==> src/rtl/muldiv_pkg.sv <==
// Shared types and constants for the iterative RV32M multiply/divide unit.
package muldiv_pkg;

  localparam int unsigned MULDIV_XLEN   = 32;
  localparam int unsigned MULDIV_CYCLES = MULDIV_XLEN;

  typedef enum logic [2:0] {
    OP_MUL    = 3'b000,
    OP_MULH   = 3'b001,
    OP_MULHSU = 3'b010,
    OP_MULHU  = 3'b011,
    OP_DIV    = 3'b100,
    OP_DIVU   = 3'b101,
    OP_REM    = 3'b110,
    OP_REMU   = 3'b111
  } muldiv_op_t;

  typedef enum logic [1:0] {
    IDLE = 2'd0,
    BUSY = 2'd1,
    DONE = 2'd2
  } muldiv_state_t;

  function automatic logic op_is_div(input muldiv_op_t op);
    return op[2];
  endfunction

endpackage

==> src/rtl/muldiv_core.sv <==
// Iterative datapath: radix-2 shift-add multiply and restoring divide on
// magnitudes, with sign fix-up applied to the value produced by each step.
module muldiv_core
  import muldiv_pkg::*;
#(
  parameter int unsigned XLEN = MULDIV_XLEN
) (
  input  logic            clk_i,
  input  logic            rst_i,
  input  logic            load_i,
  input  logic            step_i,
  input  logic [2:0]      funct3_i,
  input  logic [XLEN-1:0] a_i,
  input  logic [XLEN-1:0] b_i,
  output logic [XLEN-1:0] result_o
);

  muldiv_op_t      op_q, op_in;
  logic [XLEN-1:0] dvs_q;
  logic            neg_q, rem_neg_q;
  logic [2*XLEN:0] acc_q, acc_d, step_val;

  logic            sgn_a, sgn_b, neg_a, neg_b;
  logic [XLEN-1:0] mag_a, mag_b;

  logic [XLEN:0]   mul_sum, div_shift, div_rem;
  logic            div_trial;
  logic [2*XLEN-1:0] prod, prod_fix;
  logic [XLEN-1:0] quo, rem;
  logic            unused_top;

  always_comb begin
    op_in = muldiv_op_t'(funct3_i);
    sgn_a = (op_in == OP_MULH) || (op_in == OP_MULHSU) || (op_in == OP_DIV) || (op_in == OP_REM);
    sgn_b = (op_in == OP_MULH) || (op_in == OP_DIV) || (op_in == OP_REM);
    neg_a = sgn_a & a_i[XLEN-1];
    neg_b = sgn_b & b_i[XLEN-1];
    mag_a = neg_a ? (~a_i + 1'b1) : a_i;
    mag_b = neg_b ? (~b_i + 1'b1) : b_i;
  end

  // Multiply keeps the multiplier in the low half and shifts the partial
  // product in from the top; divide keeps {remainder, quotient} instead.
  always_comb begin
    mul_sum   = acc_q[2*XLEN:XLEN] + (acc_q[0] ? {1'b0, dvs_q} : '0);
    div_shift = {acc_q[2*XLEN-1:XLEN], acc_q[XLEN-1]};
    div_trial = div_shift >= {1'b0, dvs_q};
    div_rem   = div_trial ? (div_shift - {1'b0, dvs_q}) : div_shift;
    if (op_is_div(op_q)) begin
      step_val = {div_rem, acc_q[XLEN-2:0], div_trial};
    end else begin
      step_val = {1'b0, mul_sum, acc_q[XLEN-1:1]};
    end
  end

  always_comb begin
    prod     = step_val[2*XLEN-1:0];
    prod_fix = neg_q ? (~prod + 1'b1) : prod;
    quo      = step_val[XLEN-1:0];
    rem      = step_val[2*XLEN-1:XLEN];
    unique case (op_q)
      OP_MUL:                       result_o = prod_fix[XLEN-1:0];
      OP_MULH, OP_MULHSU, OP_MULHU: result_o = prod_fix[2*XLEN-1:XLEN];
      OP_DIV, OP_DIVU:              result_o = neg_q ? (~quo + 1'b1) : quo;
      default:                      result_o = rem_neg_q ? (~rem + 1'b1) : rem;
    endcase
  end

  assign unused_top = step_val[2*XLEN];

  always_comb begin
    acc_d = acc_q;
    if (load_i) begin
      acc_d = op_is_div(op_in) ? {{(XLEN+1){1'b0}}, mag_a} : {{(XLEN+1){1'b0}}, mag_b};
    end else if (step_i) begin
      acc_d = step_val;
    end
  end

  always_ff @(posedge clk_i) begin
    if (rst_i) begin
      op_q      <= OP_MUL;
      dvs_q     <= '0;
      neg_q     <= 1'b0;
      rem_neg_q <= 1'b0;
      acc_q     <= '0;
    end else begin
      acc_q <= acc_d;
      if (load_i) begin
        op_q      <= op_in;
        dvs_q     <= op_is_div(op_in) ? mag_b : mag_a;
        neg_q     <= neg_a ^ neg_b;
        rem_neg_q <= neg_a;
      end
    end
  end

endmodule

==> src/rtl/muldiv_unit.sv <==
// RV32M multiply/divide unit for Execute: FSM, iteration counter, divide
// special-case bypass and the stall/done handshake with the hazard unit.
module muldiv_unit
  import muldiv_pkg::*;
#(
  parameter int unsigned XLEN = MULDIV_XLEN
) (
  input  logic            i_clk,
  input  logic            i_reset,
  input  logic            i_StartE,
  input  logic [2:0]      i_Funct3E,
  input  logic [XLEN-1:0] i_SrcAE,
  input  logic [XLEN-1:0] i_SrcBE,
  input  logic            i_FlushE,
  output logic            o_StallReq,
  output logic            o_DoneE,
  output logic [XLEN-1:0] o_ResultE
);

  localparam int unsigned CW = $clog2(XLEN);

  muldiv_state_t   state_q;
  logic [CW-1:0]   cnt_q;
  logic            done_q;
  logic [XLEN-1:0] result_q;

  logic            start_ok, core_step;
  logic            is_div, is_rem, is_signed_div, b_zero, ovf, special;
  logic [XLEN-1:0] spec_result, core_result;
  logic [XLEN-1:0] int_min;

  always_comb begin
    int_min       = '0;
    int_min[XLEN-1] = 1'b1;
    is_div        = i_Funct3E[2];
    is_rem        = i_Funct3E[1];
    is_signed_div = ~i_Funct3E[0];
    b_zero        = (i_SrcBE == '0);
    ovf           = is_signed_div && (i_SrcAE == int_min) && (i_SrcBE == '1);
    special       = is_div && (b_zero || ovf);
    if (b_zero) begin
      spec_result = is_rem ? i_SrcAE : '1;
    end else begin
      spec_result = is_rem ? '0 : int_min;
    end
  end

  assign start_ok   = (state_q == IDLE) && i_StartE && !i_FlushE;
  assign core_step  = (state_q == BUSY) && !i_FlushE;
  assign o_StallReq = i_StartE && !i_FlushE && ((state_q == IDLE) || (state_q == BUSY));
  assign o_DoneE    = done_q;
  assign o_ResultE  = result_q;

  muldiv_core #(.XLEN(XLEN)) u_core (
    .clk_i    (i_clk),
    .rst_i    (i_reset),
    .load_i   (start_ok),
    .step_i   (core_step),
    .funct3_i (i_Funct3E),
    .a_i      (i_SrcAE),
    .b_i      (i_SrcBE),
    .result_o (core_result)
  );

  always_ff @(posedge i_clk) begin
    if (i_reset) begin
      state_q  <= IDLE;
      cnt_q    <= '0;
      done_q   <= 1'b0;
      result_q <= '0;
    end else if (i_FlushE) begin
      state_q <= IDLE;
      cnt_q   <= '0;
      done_q  <= 1'b0;
    end else begin
      unique case (state_q)
        IDLE: begin
          done_q <= 1'b0;
          if (i_StartE) begin
            if (special) begin
              result_q <= spec_result;
              done_q   <= 1'b1;
              state_q  <= DONE;
            end else begin
              cnt_q   <= CW'(XLEN - 1);
              state_q <= BUSY;
            end
          end
        end
        BUSY: begin
          // The final step's output is captured directly, so DONE shows the
          // result without an extra fix-up cycle.
          if (cnt_q == '0) begin
            result_q <= core_result;
            done_q   <= 1'b1;
            state_q  <= DONE;
          end else begin
            cnt_q <= cnt_q - 1'b1;
          end
        end
        default: begin
          done_q  <= 1'b0;
          state_q <= IDLE;
        end
      endcase
    end
  end

endmodule

==> config.mk <==
export PLATFORM = sky130hd
export DESIGN_NAME = muldiv_unit
export DESIGN_NICKNAME = d
export VERILOG_FILES = /design/src/rtl/muldiv_pkg.sv /design/src/rtl/muldiv_core.sv /design/src/rtl/muldiv_unit.sv
export SDC_FILE = /design/constraint.sdc
export NUM_CORES = 1
export LEC_CHECK = 0
export ABC_AREA = 0
export CAP_MARGIN = 10
export CELL_PAD_IN_SITES_DETAIL_PLACEMENT = 1
export CELL_PAD_IN_SITES_GLOBAL_PLACEMENT = 2
export CORE_UTILIZATION = 36
export DETAILED_ROUTE_END_ITERATION = 6
export GPL_ROUTABILITY_DRIVEN = 0
export PLACE_DENSITY_LB_ADDON = 0.2
export SLEW_MARGIN = 20
export SYNTH_ARGS = -nofsm -noshare
export SYNTH_HDL_FRONTEND = slang
export SYNTH_HIERARCHICAL = 1
export SYNTH_SLANG_ARGS = --single-unit
==> constraint.sdc <==
create_clock -name i_clk -period 7.69 [get_ports i_clk]
set_input_delay 1.538 -clock i_clk [delete_from_list [all_inputs] [get_ports i_clk]]
set_output_delay 1.538 -clock i_clk [all_outputs]
set_load 0.01 [all_outputs]
==> flow_metrics.tcl <==
set metrics [dict create \
    status "finished, final reports clean" \
    post_cts_resized 0 \
    ys_types 105 \
    hold_violations 0 \
    async_reset_ff_share_pct 0 \
    syn_avg_cell_area_um2 7.19 \
    synth_xor_area_share_pct 9.09 \
    die_height_um 218 \
    wl_per_cell_um 25.7 \
    hold_ws_ns 0.478 \
    netlist_area_um2 16800 \
    groute.usage.overall_pct 32.2 \
    grt_pass1_vias 18500 \
    vias 18300 \
    critPathCaptureType "flip-flop" \
    grt_start_max_net_pins 61 \
    irDropWorstVdd_uv 156 \
    antenna-diode-count 0 \
    cts_tree "built" \
    synth_edf_count 0 \
    root_buffer "clkbuf_16" \
    synth_nets 2474 \
    synth_flop_cell "dfxtp_1" \
    cp.required_ns 8.10 \
    grt_pass1_wl_mm 115 \
    rows 78 \
    synth_fa_ha_area_share_pct 5.47 \
    final_area_um2 18800 \
    setup_viol 0 \
    worst_pin_slew_ns 0.948 \
    dr.pass1.iters 5 \
    rsz0062_at_grt "false" \
    p_seq_share_pct 27.9 \
    start_util_pct 36.7 \
    dieArea_um2 47400 \
    clk_latency_ns 0.50 \
    finalCritPeriodShare_pct 84.4 \
    hold_path.class "reg2reg" \
    final_nets 2489 \
    io_pins 105 \
    fmax_ghz 0.154 \
    fill_cells 5751 \
    path_cells "ha_1, a21oi_1, o22ai_1, a41o_1, o21a_2, o211a_1, nor2_4, nand2_1, nand2_1, ha_1, o21ai_0, nand2b_1, nand2b_1, nor2b_1, nand3_1, nor4_1, nand4_1, or3_1, o41ai_1, xor2_1, o21ai_1, a21oi_1, o2bb2ai_2" \
    cp.arrival_ns 6.90 \
    relSlewSlack_pct 36.1 \
    fin_skew_ns 0.0174 \
    place_inst 2927 \
    areaGrowthSynthToFinish_pct 12.1 \
    pwr-share-clk_pct 30.0 \
    clockBufferDepth 2 \
    critical_path_class "reg2reg" \
    io_buffers 104 \
    antenna_found_initial 1 \
    drc 0 \
    power.density_nw_per_um2 155 \
    htree_num_levels 4 \
    core_area_um2 45700 \
    via_per_inst 6.18 \
    drt_iter0_markers 1140 \
    drive_above_1_share_pct 7.04 \
    slowest_delay_ns 0.59 \
    synth-simple-area-share_pct 26.8 \
    die_w_um 218 \
    wirelength_mm 76.1 \
    hpwlAfterDp_mm 60.0 \
    clock_sinks 142 \
    p_sw_w 0.00130 \
    yosysWarnings 6 \
    final_cells 2959 \
    postCtsHoldBufs 0 \
    power_frac_comb_pct 42.1 \
    utilization_pct 41.1 \
    grt-ovfl-total 0 \
    placed_area_um2 18200 \
    cts_made_buffers 17 \
    start_kind "flip-flop" \
    ant_nets 0 \
    cap_violations 0 \
    synth_top_family_by_area "compound AO/OA/AOI/OAI gates" \
    yosysSeqAreaShare_pct 17.0 \
    synth_compound_area_share_pct 29.7 \
    synth_seq_cells 142 \
    cp_max_fo 7 \
    fin_crit_ns 6.49 \
    synthCells 2331 \
    power.internal_w 0.00161 \
    path_clk_slew_ns 0.07 \
    leakagePower_nw 6.94 \
    p_sw_share_pct 44.7 \
    drv_slew 0 \
    finalSetupTns_ns 0 \
    crit_path_top_delay_cell "nor2b_1" \
    cts_setup_buffers 0 \
    synthMuxAreaShare_pct 6.20 \
]
cells in the mapped netlist, types with 8 or more instances:
master | instances | area (um^2)
and3_1 | 20 | 125
o221ai_1 | 17 | 149
a211oi_1 | 53 | 398
mux2i_1 | 97 | 971
dfxtp_1 | 142 | 2840
a21oi_1 | 208 | 1040
or2_2 | 13 | 81.3
o211ai_1 | 27 | 203
nand2b_1 | 31 | 194
a21o_1 | 20 | 150
xnor2_1 | 94 | 823
o31ai_1 | 25 | 188
clkbuf_1 | 107 | 402
nor2b_1 | 38 | 238
nor2_1 | 263 | 987
o41ai_1 | 13 | 114
nand4_1 | 42 | 263
o21ai_0 | 135 | 676
nand3_1 | 40 | 200
nor3b_1 | 9 | 67.6
buf_2 | 15 | 75.1
or3_1 | 22 | 138
nor3_1 | 97 | 485
nand2_1 | 202 | 758
o22ai_1 | 8 | 50.1
xor2_1 | 80 | 701
o21a_1 | 18 | 135
and2_1 | 44 | 275
buf_1 | 11 | 41.3
inv_1 | 79 | 297
ha_1 | 70 | 876
buf_6 | 8 | 90.1
o2bb2ai_2 | 30 | 450
a22oi_1 | 12 | 90.1
a211o_1 | 8 | 70.1
nor4_1 | 41 | 257
a31oi_1 | 20 | 125
o21ai_1 | 11 | 55.1
o21bai_1 | 10 | 75.1
area by class of cell:
class                           count  area [um^2]  share of cell area (%)
Timing Repair Buffer              142         1320                    7.01
Multi-Input combinational cell   1961        13000                    69.0
Clock buffer                       17          425                    2.26
Sequential cell                   142         2850                    15.2
Tap cell                          600          751                    4.00
Clock inverter                     15          168                   0.893
Inverter                           82          308                    1.64
power groups by stage:
stage | combinational [W] | sequential (W) | clock [W]
6_report | 0.00122 | 0.000809 | 0.000873
5_1_grt | 0.00130 | 0.000813 | 0.000926
4_1_cts | 0.00120 | 0.000808 | 0.000900
3_5_place_dp | 0.00119 | 0.000826 | 0
3_3_place_gp | 0.00118 | 0.000823 | 0
2_1_floorplan | 0.000781 | 0.000804 | 0
logic make-up after synthesis:
| kind of cell | Yosys count |
|---|---|
| DFF | 142 |
| adders and majority gates | 72 |
| muxes | 103 |
| and+or+nand+nor | 906 |
| buffers and inverters | 228 |
| xor gates and xnor gates | 174 |
| AOI/OAI and AO/OA | 706 |
registers in the layout (all words and copies together) (netlist names):
signal / flops
cnt_q: 5
o_ResultE: 32
u_core/dvs_q: 32
u_core/acc_q: 65
u_core/rem_neg_q: 1
u_core/op_q: 3
o_DoneE: 1
u_core/neg_q: 1
state_q: 2
metal layers:
| metal | wire, um | global-route usage [%] |
|---|---|---|
| met4 | 2640 | 12.9 |
| met3 | 3350 | 4.35 |
| met1 | 34000 | 41.0 |
| met5 | 0 | 0 |
| met2 | 36000 | 54.5 |
worst paths after layout:
kind / slack (ns) / end / cells after the start / startpoint
worst max-delay path: 1.20 / o_ResultE[20]$_SDFFE_PP0P_ / 23 / u_core/acc_q[39]$_SDFFE_PP0P_
worst max register to register: 1.20 / o_ResultE[20]$_SDFFE_PP0P_ / 23 / u_core/acc_q[39]$_SDFFE_PP0P_
worst min register to register: 0.48 / o_ResultE[30]$_SDFFE_PP0P_ / 1 / o_ResultE[30]$_SDFFE_PP0P_
worst min-delay path: 0.48 / o_ResultE[30]$_SDFFE_PP0P_ / 1 / o_ResultE[30]$_SDFFE_PP0P_
layout by cell type (no fill, tap or decap), drive strengths merged, types with 38 or more instances in the layout:
master         Yosys  routed
a21oi            208     208
ha                70      70
nor3              99      99
nand3             41      41
nor2             264     264
xnor2             94      94
nor4              42      42
and2              44      44
a211oi            54      54
nand2            202     202
nand4             44      44
nor2b             38      38
clkdlybuf4s50      0     102
buf               35      40
inv               79      88
mux2i             97      97
o21ai            146     146
dfxtp            142     142
xor2              80      80
per-stage QoR:
stage | worst slack, ns | power (W)
after global routing | 0.855 | 0.00304
after global placement | 1.25 | 0.00200
after floorplan | 2.22 | 0.00158
final | 1.20 | 0.00290
after CTS | 1.26 | 0.00291
after detailed placement | 1.32 | 0.00202
worst max-delay path: cells and delay by family (launching register included):
kind,cells,cell delay [ns]
fa+ha+maj,2,0.56
compound gates,10,2.50
flops,1,0.46
xor+xnor,1,0.13
simple gates,10,2.74
Power figures use the tool's default switching activity.
